`config.mk`:
```
export PLATFORM = sky130hd
export DESIGN_NAME = regfile_sb
export DESIGN_NICKNAME = d
export VERILOG_FILES = /design/src/rtl/rf_pkg.sv /design/src/rtl/rf_scoreboard.sv /design/src/rtl/regfile_sb.sv
export SDC_FILE = /design/constraint.sdc
export NUM_CORES = 2
export LEC_CHECK = 0
export BUFFER_PORTS_ARGS = -buffer_cell sky130_fd_sc_hd__buf_2
export CORE_ASPECT_RATIO = 0.8
export CORE_MARGIN = 1
export CORE_UTILIZATION = 65
export CTS_BUF_LIST = sky130_fd_sc_hd__clkbuf_8
export DETAILED_ROUTE_END_ITERATION = 8
export PLACE_DENSITY = 0.82
export SETUP_SLACK_MARGIN = 0.5
export SKIP_CTS_REPAIR_TIMING = 1
export SLEW_MARGIN = 20
export SYNTH_ARGS = -nofsm -noshare
export SYNTH_HDL_FRONTEND = slang
export SYNTH_SLANG_ARGS = --single-unit
export TNS_END_PERCENT = 5
```
`constraint.sdc`:
```
create_clock -name clk -period 3.9 [get_ports clk]
set_clock_uncertainty 0.2 [all_clocks]
set_input_delay 0.39 -clock clk [delete_from_list [all_inputs] [get_ports clk]]
set_output_delay 0.39 -clock clk [all_outputs]
set_load 0.05 [all_outputs]
```
`src/rtl/rf_pkg.sv`:
```
// Shared defaults and helpers for the register file slice.
// Address width is derived from the register count.
package rf_pkg;

  localparam int XLEN_DEF     = 32;
  localparam int RF_DEPTH_DEF = 32;

  function automatic int clog2(input int n);
    int r;
    r = 0;
    for (int i = 0; i < 31; i++) begin
      if ((1 << i) < n) r = i + 1;
    end
    return r;
  endfunction

endpackage

```
`src/rtl/rf_scoreboard.sv`:
```
// Busy-bit scoreboard: one bit per register.
// Set by accepted issue, cleared by writeback, wiped by flush.
module rf_scoreboard
  import rf_pkg::*;
#(
  parameter int  DEPTH = RF_DEPTH_DEF,
  localparam int AW    = clog2(DEPTH)
) (
  input  logic             clk,
  input  logic             rst,
  input  logic             set_en,
  input  logic [AW-1:0]    set_idx,
  input  logic             clr_en,
  input  logic [AW-1:0]    clr_idx,
  input  logic             flush,
  output logic [DEPTH-1:0] busy_vec
);

  logic [DEPTH-1:0] nxt;

  // Set is applied after clear: a new producer owns the register.
  always_comb begin
    nxt = busy_vec;
    if (clr_en) nxt[clr_idx] = 1'b0;
    if (set_en) nxt[set_idx] = 1'b1;
  end

  always_ff @(posedge clk or negedge rst) begin
    if (!rst) begin
      busy_vec <= '0;
    end else if (flush) begin
      busy_vec <= '0;
    end else begin
      busy_vec <= nxt;
    end
  end

endmodule

```
`src/rtl/regfile_sb.sv`:
```
// Register file with write->read bypass, optional zero register
// and busy-bit hazard check for decode issue.
module regfile_sb
  import rf_pkg::*;
#(
  parameter int  XLEN     = XLEN_DEF,
  parameter int  DEPTH    = RF_DEPTH_DEF,
  parameter int  ZERO_REG = 1,
  parameter int  BYPASS   = 1,
  localparam int AW       = clog2(DEPTH)
) (
  input  logic             clk,
  input  logic             rst,
  input  logic [AW-1:0]    rd_addr1,
  input  logic [AW-1:0]    rd_addr2,
  output logic [XLEN-1:0]  rd_data1,
  output logic [XLEN-1:0]  rd_data2,
  input  logic             we,
  input  logic [AW-1:0]    wr_addr,
  input  logic [XLEN-1:0]  wr_data,
  input  logic             iss_valid,
  input  logic [AW-1:0]    iss_rd,
  output logic             iss_ready,
  input  logic             flush,
  output logic [DEPTH-1:0] busy_vec
);

  localparam bit ZR = (ZERO_REG != 0);
  localparam bit BP = (BYPASS != 0);

  logic [XLEN-1:0]  mem [DEPTH];
  logic [AW-1:0]    ra  [2];
  logic [XLEN-1:0]  rdv [2];
  logic [DEPTH-1:0] eb;
  logic             wr_ok;
  logic             byp;
  logic             set_en;

  assign wr_ok = we && !(ZR && (wr_addr == '0));
  assign byp   = BP && wr_ok;
  assign ra[0] = rd_addr1;
  assign ra[1] = rd_addr2;

  always_ff @(posedge clk or negedge rst) begin
    if (!rst) begin
      for (int i = 0; i < DEPTH; i++) mem[i] <= '0;
    end else if (wr_ok) begin
      mem[wr_addr] <= wr_data;
    end
  end

  always_comb begin
    for (int p = 0; p < 2; p++) begin
      rdv[p] = mem[ra[p]];
      if (byp && (wr_addr == ra[p])) rdv[p] = wr_data;
      if (!rst || (ZR && (ra[p] == '0))) rdv[p] = '0;
    end
  end

  assign rd_data1 = rdv[0];
  assign rd_data2 = rdv[1];

  // A register being written back this cycle no longer blocks.
  always_comb begin
    eb = busy_vec;
    if (BP && we) eb[wr_addr] = 1'b0;
    if (ZR) eb[0] = 1'b0;
  end

  assign iss_ready = rst & ~flush
                   & ~eb[rd_addr1]
                   & ~eb[rd_addr2]
                   & ~eb[iss_rd];

  assign set_en = iss_valid & iss_ready
                & !(ZR && (iss_rd == '0));

  rf_scoreboard #(
    .DEPTH (DEPTH)
  ) u_sb (
    .clk      (clk),
    .rst      (rst),
    .set_en   (set_en),
    .set_idx  (iss_rd),
    .clr_en   (we),
    .clr_idx  (wr_addr),
    .flush    (flush),
    .busy_vec (busy_vec)
  );

endmodule
```
# After elaboration in Yosys (flattened, before gate mapping)
# Cells that the tools add are included.
# totals
memories	0
mem_bits_rw	0
reg_bits	1056
inputBits	57
latch_bits	0
mem_bits_ro	0
elab_cells	102
output_inout_bits	97
# op_classes
order_cmp	10
eq_ne	2
n_bitwise	16
div	0
mux	26
reduce_logical	15
n_addsub	0
n_shift	0
multipliers	0
# ops
op	n
bitwise mux 1024 bit	1
two-way mux 32 bit	12
binary-select mux 32 bit (select 5 bit)	2
demux 32 bit (select 5 bit)	1
bitwise AND 32 bit	1
NOT 32 bit	1
bitwise OR 32 bit	1
less-than comparator 5 x 6 -> 1 bit, second input constant	4
logical NOT 5 bit	4
>= comparator 6 bit, second input constant	3
NOT 5 -> 6 bit	3
binary-select mux 1 bit (select 5 bit)	3
demux 1 bit (select 5 bit)	2
equality test 5 bit	2
>= comparator 5 x 1 -> 1 bit, second input constant	2
bitwise AND 1 bit	6
logical AND 1 bit	6
less-than comparator 6 x 1 -> 1 bit, second input constant	1
two-way mux 1 bit	5
NOT 1 bit	4
logical NOT 1 bit	3
logical OR 1 bit	2

# Logic depth before layout (Yosys ltp)
# logic_depth
ltp_word	17
depth_mapped	11
mapped_depth_nobuf	7

# By module
# Synthesis repeated with hierarchy kept, for this count alone.
# hier_totals
hier_cells	3792
area_unflattened_um2	57317.5
# modules_own_cells
module	cells_each	instances	seq_area_each_um2	area_each_um2
regfile_sb	3634	1	25624.6	55784.8
rf_scoreboard	158	1	800.8	1532.7

# Worst setup path after synthesis
# No wires, ideal clock.
# synth_timing
path_kind	input-to-output
start	in wr_addr[0]
end	out rd_data1[10]
setup_slack_ns	-0.054
cell_stages	10
arrival_ns	3.364
required_time_ns	3.310
path_buffers	4
cell_sequence	buf_4 -> or2_2 -> clkbuf_1 -> buf_6 -> o41ai_1 -> nor4_1 -> nand3_1 -> clkbuf_1 -> nor2_1 -> a211oi_1
# synth_via
elab_chain_cells	6
elab_cells_between_ends	7
classes_between	eq/ne (1); mux (2); reduce/logical (4)
# synth_rtl
item	line	source
start, declared	regfile_sb.sv:19	input logic [AW-1:0] wr_addr,
logical NOT 5 bit	regfile_sb.sv:39	assign wr_ok = we && !(ZR && (wr_addr == '0));
logical NOT 1 bit	regfile_sb.sv:39	
logical AND 1 bit	regfile_sb.sv:39	
logical AND 1 bit *	regfile_sb.sv:55	if (byp && (wr_addr == ra[p])) rdv[p] = wr_data;
two-way mux 32 bit *	regfile_sb.sv:55	
two-way mux 32 bit *	regfile_sb.sv:56	if (!rst || (ZR && (ra[p] == '0))) rdv[p] = '0;
end, declared	regfile_sb.sv:16	output logic [XLEN-1:0] rd_data1,
# Every way passes the cells marked *; elsewhere a longest branch is shown, timed or not.

# Worst setup path after layout
# layout_timing
start	reg mem[669] in the netlist's numbering
end	out rd_data2[29]
# layout_via
elab_chain_cells	5
# layout_rtl
item	line	source
start, declared	regfile_sb.sv:31	logic [XLEN-1:0] mem [DEPTH];
start signal, assigned by index	regfile_sb.sv:48	mem[wr_addr] <= wr_data;
binary-select mux 32 bit (select 5 bit)	regfile_sb.sv:54	rdv[p] = mem[ra[p]];
two-way mux 32 bit (not written as such) (2 in a row)	regfile_sb.sv:54	
two-way mux 32 bit	regfile_sb.sv:55	
two-way mux 32 bit	regfile_sb.sv:56	
end, declared	regfile_sb.sv:17	output logic [XLEN-1:0] rd_data2,
# Every way passes these cells. The select of a mux whose other input is x is not followed.

==> flow_summary.json <==
{
  "place_area_sq_um": 60800,
  "fin_util": 0.736,
  "syn_inst": 3709,
  "synth_cell_types": 66,
  "power_mw": 31.4,
  "drt-initial-drc-count": 3831,
  "path_clk_slew_ns": 0.06,
  "die_w_um": 334,
  "start_util": 0.657,
  "clock-root-buffer": "clkbuf_8",
  "period_needed_ns": 3.59,
  "gp_congestion": 0.927,
  "syn_nets": 3766,
  "htree_levels": 4,
  "fin_ws_ns": 0.310,
  "hold_viol_final": 11,
  "drive_gt1_frac": 0.605,
  "violations": "hold timing",
  "final_common_cell": "dfrtp_1",
  "synth.largest_area_cell": "dfrtp_1",
  "ys_warn_count": 0,
  "wl_per_cell_um": 33.4,
  "port_buffers": 153,
  "synth_seq_cells": 1056,
  "ys_seq_area_frac": 0.460,
  "yosys.area.top_type_share": 0.460,
  "tns_ns": 0,
  "synthArstFlopShare": 1.00,
  "pin_count": 154,
  "setup_violations": 0,
  "rsz0062_at_grt": "true",
  "arrival_ns": 3.00,
  "yosys-top-cells-area": "dfrtp_1 (46%), mux4_2 (25%), mux2_2 (19%)",
  "r2r_cells": 8,
  "cts_buffer_depth": 3,
  "post-dp-hpwl_um": 96100,
  "grt-ovfl-total": 0,
  "clock-sinks": 1056,
  "numCtsBuffers": 167,
  "hold_path_class": "in -> reg",
  "crit_fanout": 3,
  "nFillCells": 5242,
  "ir_drop_mv": 0.320,
  "antenna_found_initial": 4,
  "syn_area_sq_um": 57500,
  "tightestPinTransition_ns": 1.05,
  "drv_slew": 0,
  "worstSkewPairLatency_ns": 0.84,
  "fin_cells": 5082,
  "whs_path_depth": 6,
  "use_met1": 0.549,
  "crit_path_end_kind": "primary output",
  "required_ns": 3.31,
  "p_leak_nw": 27.5,
  "dp_slack_ns": 0.217,
  "syn2layout_area_growth_pct": 12.1,
  "fmax_ghz": 0.279,
  "worstSetupStartpointType": "flip-flop",
  "busiest_layer": "met2",
  "grt_max_degree": 176,
  "hold_slack_ns": -0.0410,
  "fin_area_sq_um": 64400,
  "worstSetupPathType": "reg -> out",
  "vias_per_cell": 7.34,
  "synth_flop_cell": "dfrtp_1",
  "num-nets-final": 3829,
  "coreArea_sq_um": 87500,
  "status": "complete, but fails checks",
  "final_antenna_net_count": 0,
  "die_y_um": 268,
  "die_area_sq_um": 89600,
  "powerDensity_nw_per_um2": 487,
  "firstDrtPassIters": 7,
  "synth_edf_count": 0,
  "drc": 0,
  "cts_tree": "built",
  "final_cell_mix": "dfrtp_1 (1,055), mux2_2 (993), mux4_2 (644)",
  "maxCapViolCount": 0,
  "syn-mean-instance-area_sq_um": 15.5,
  "slew_headroom": 0.294,
  "grt_pass1_wl_um": 256000,
  "grtUsageTotal": 0.392,
  "routed_wl_um": 170000,
  "gr-usage-met3": 0.0968,
  "fin_crit_sh": 0.920,
  "grt_pass1_vias": 39000,
  "met2_usage": 0.592,
  "vias": 37300,
  "num_rows": 97,
  "place_inst": 4772
}
## worst paths after layout
path | to | start | slack, ns
hold reg to reg | mem[1008]$_DFFE_PN0P_ | mem[1008]$_DFFE_PN0P_ | 0.20
setup / recovery | rd_data2[29] | mem[669]$_DFFE_PN0P_ | 0.31
setup reg to reg | u_sb.busy_vec[27]$_DFF_PN0_ | u_sb.busy_vec[28]$_DFF_PN0_ | 0.81
max in group asynchronous | mem[589]$_DFFE_PN0P_ | rst | 1.21
min in group asynchronous | u_sb.busy_vec[25]$_DFF_PN0_ | rst | 0.09
hold / removal | u_sb.busy_vec[10]$_DFF_PN0_ | iss_rd[4] | -0.04
## cell usage after synthesis, types with 5 or more instances
| master | instances |
|---|---|
| dfrtp_1 | 1056 |
| mux2_2 | 993 |
| mux4_2 | 644 |
| clkbuf_1 | 304 |
| nor2_1 | 154 |
| mux2i_1 | 73 |
| buf_1 | 66 |
| nand2_1 | 59 |
| buf_2 | 50 |
| a211oi_1 | 35 |
| a21oi_1 | 35 |
| o21ai_0 | 30 |
| o21ai_2 | 25 |
| nand2b_1 | 19 |
| nand3_1 | 18 |
| inv_1 | 14 |
| o211ai_1 | 10 |
| nor3_1 | 8 |
| nor2b_1 | 7 |
| o2111ai_1 | 7 |
| a2111oi_0 | 5 |
| nand4_1 | 5 |
| o22ai_2 | 5 |
| xnor2_1 | 5 |
| xor2_1 | 5 |
## kinds of logic after synthesis
| logic type | synth area share |
|---|---|
| flops | 0.460 |
| buf+inv | 0.0309 |
| simple gates | 0.0243 |
| mux | 0.460 |
| compound gates | 0.0240 |
| xor+xnor | 0.00152 |
## per-layer routing
layer | wire length, um | part of all wire
met3 | 18400 | 0.11
met4 | 8050 | 0.047
met5 | 23 | 0.00014
met1 | 64400 | 0.38
met2 | 78700 | 0.46
## sequential cells by signal, indices dropped and copies added, names as in the netlist
signal,flops
u_sb.busy_vec,32
mem,1024
## where the power goes
group / switching [mW] / total, mW / internal (mW) / leakage (nW)
combinational: 3.06 / 7.40 / 4.34 / 12.1
clock: 4.53 / 9.52 / 5.00 / 1.91
sequential: 1.49 / 14.5 / 13.0 / 13.6
total: 9.08 / 31.4 / 22.3 / 27.5
## area by class of cell
cell class                 count  area (sq um)  area share
multi-input combinational   2209         30100       0.467
sequential                  1056         26400       0.410
timing repair buffer         323          3030      0.0470
clock buffer                 215          2960      0.0459
tap                         1188          1490      0.0231
clock inverter                74           372     0.00577
inverter                      15          67.6     0.00105
antenna                        2          5.00   0.0000777
## critical path, cell delays in order, from the launching register on
cell and delay [ns]:
dfrtp_1 0.40, mux4_2 0.50, mux4_2 0.52, mux2i_4 0.25, nor2_1 0.10, a21oi_2 0.19, nor2_2 0.06, buf_6 0.17
Note: power is estimated with default switching activity, not from simulation.
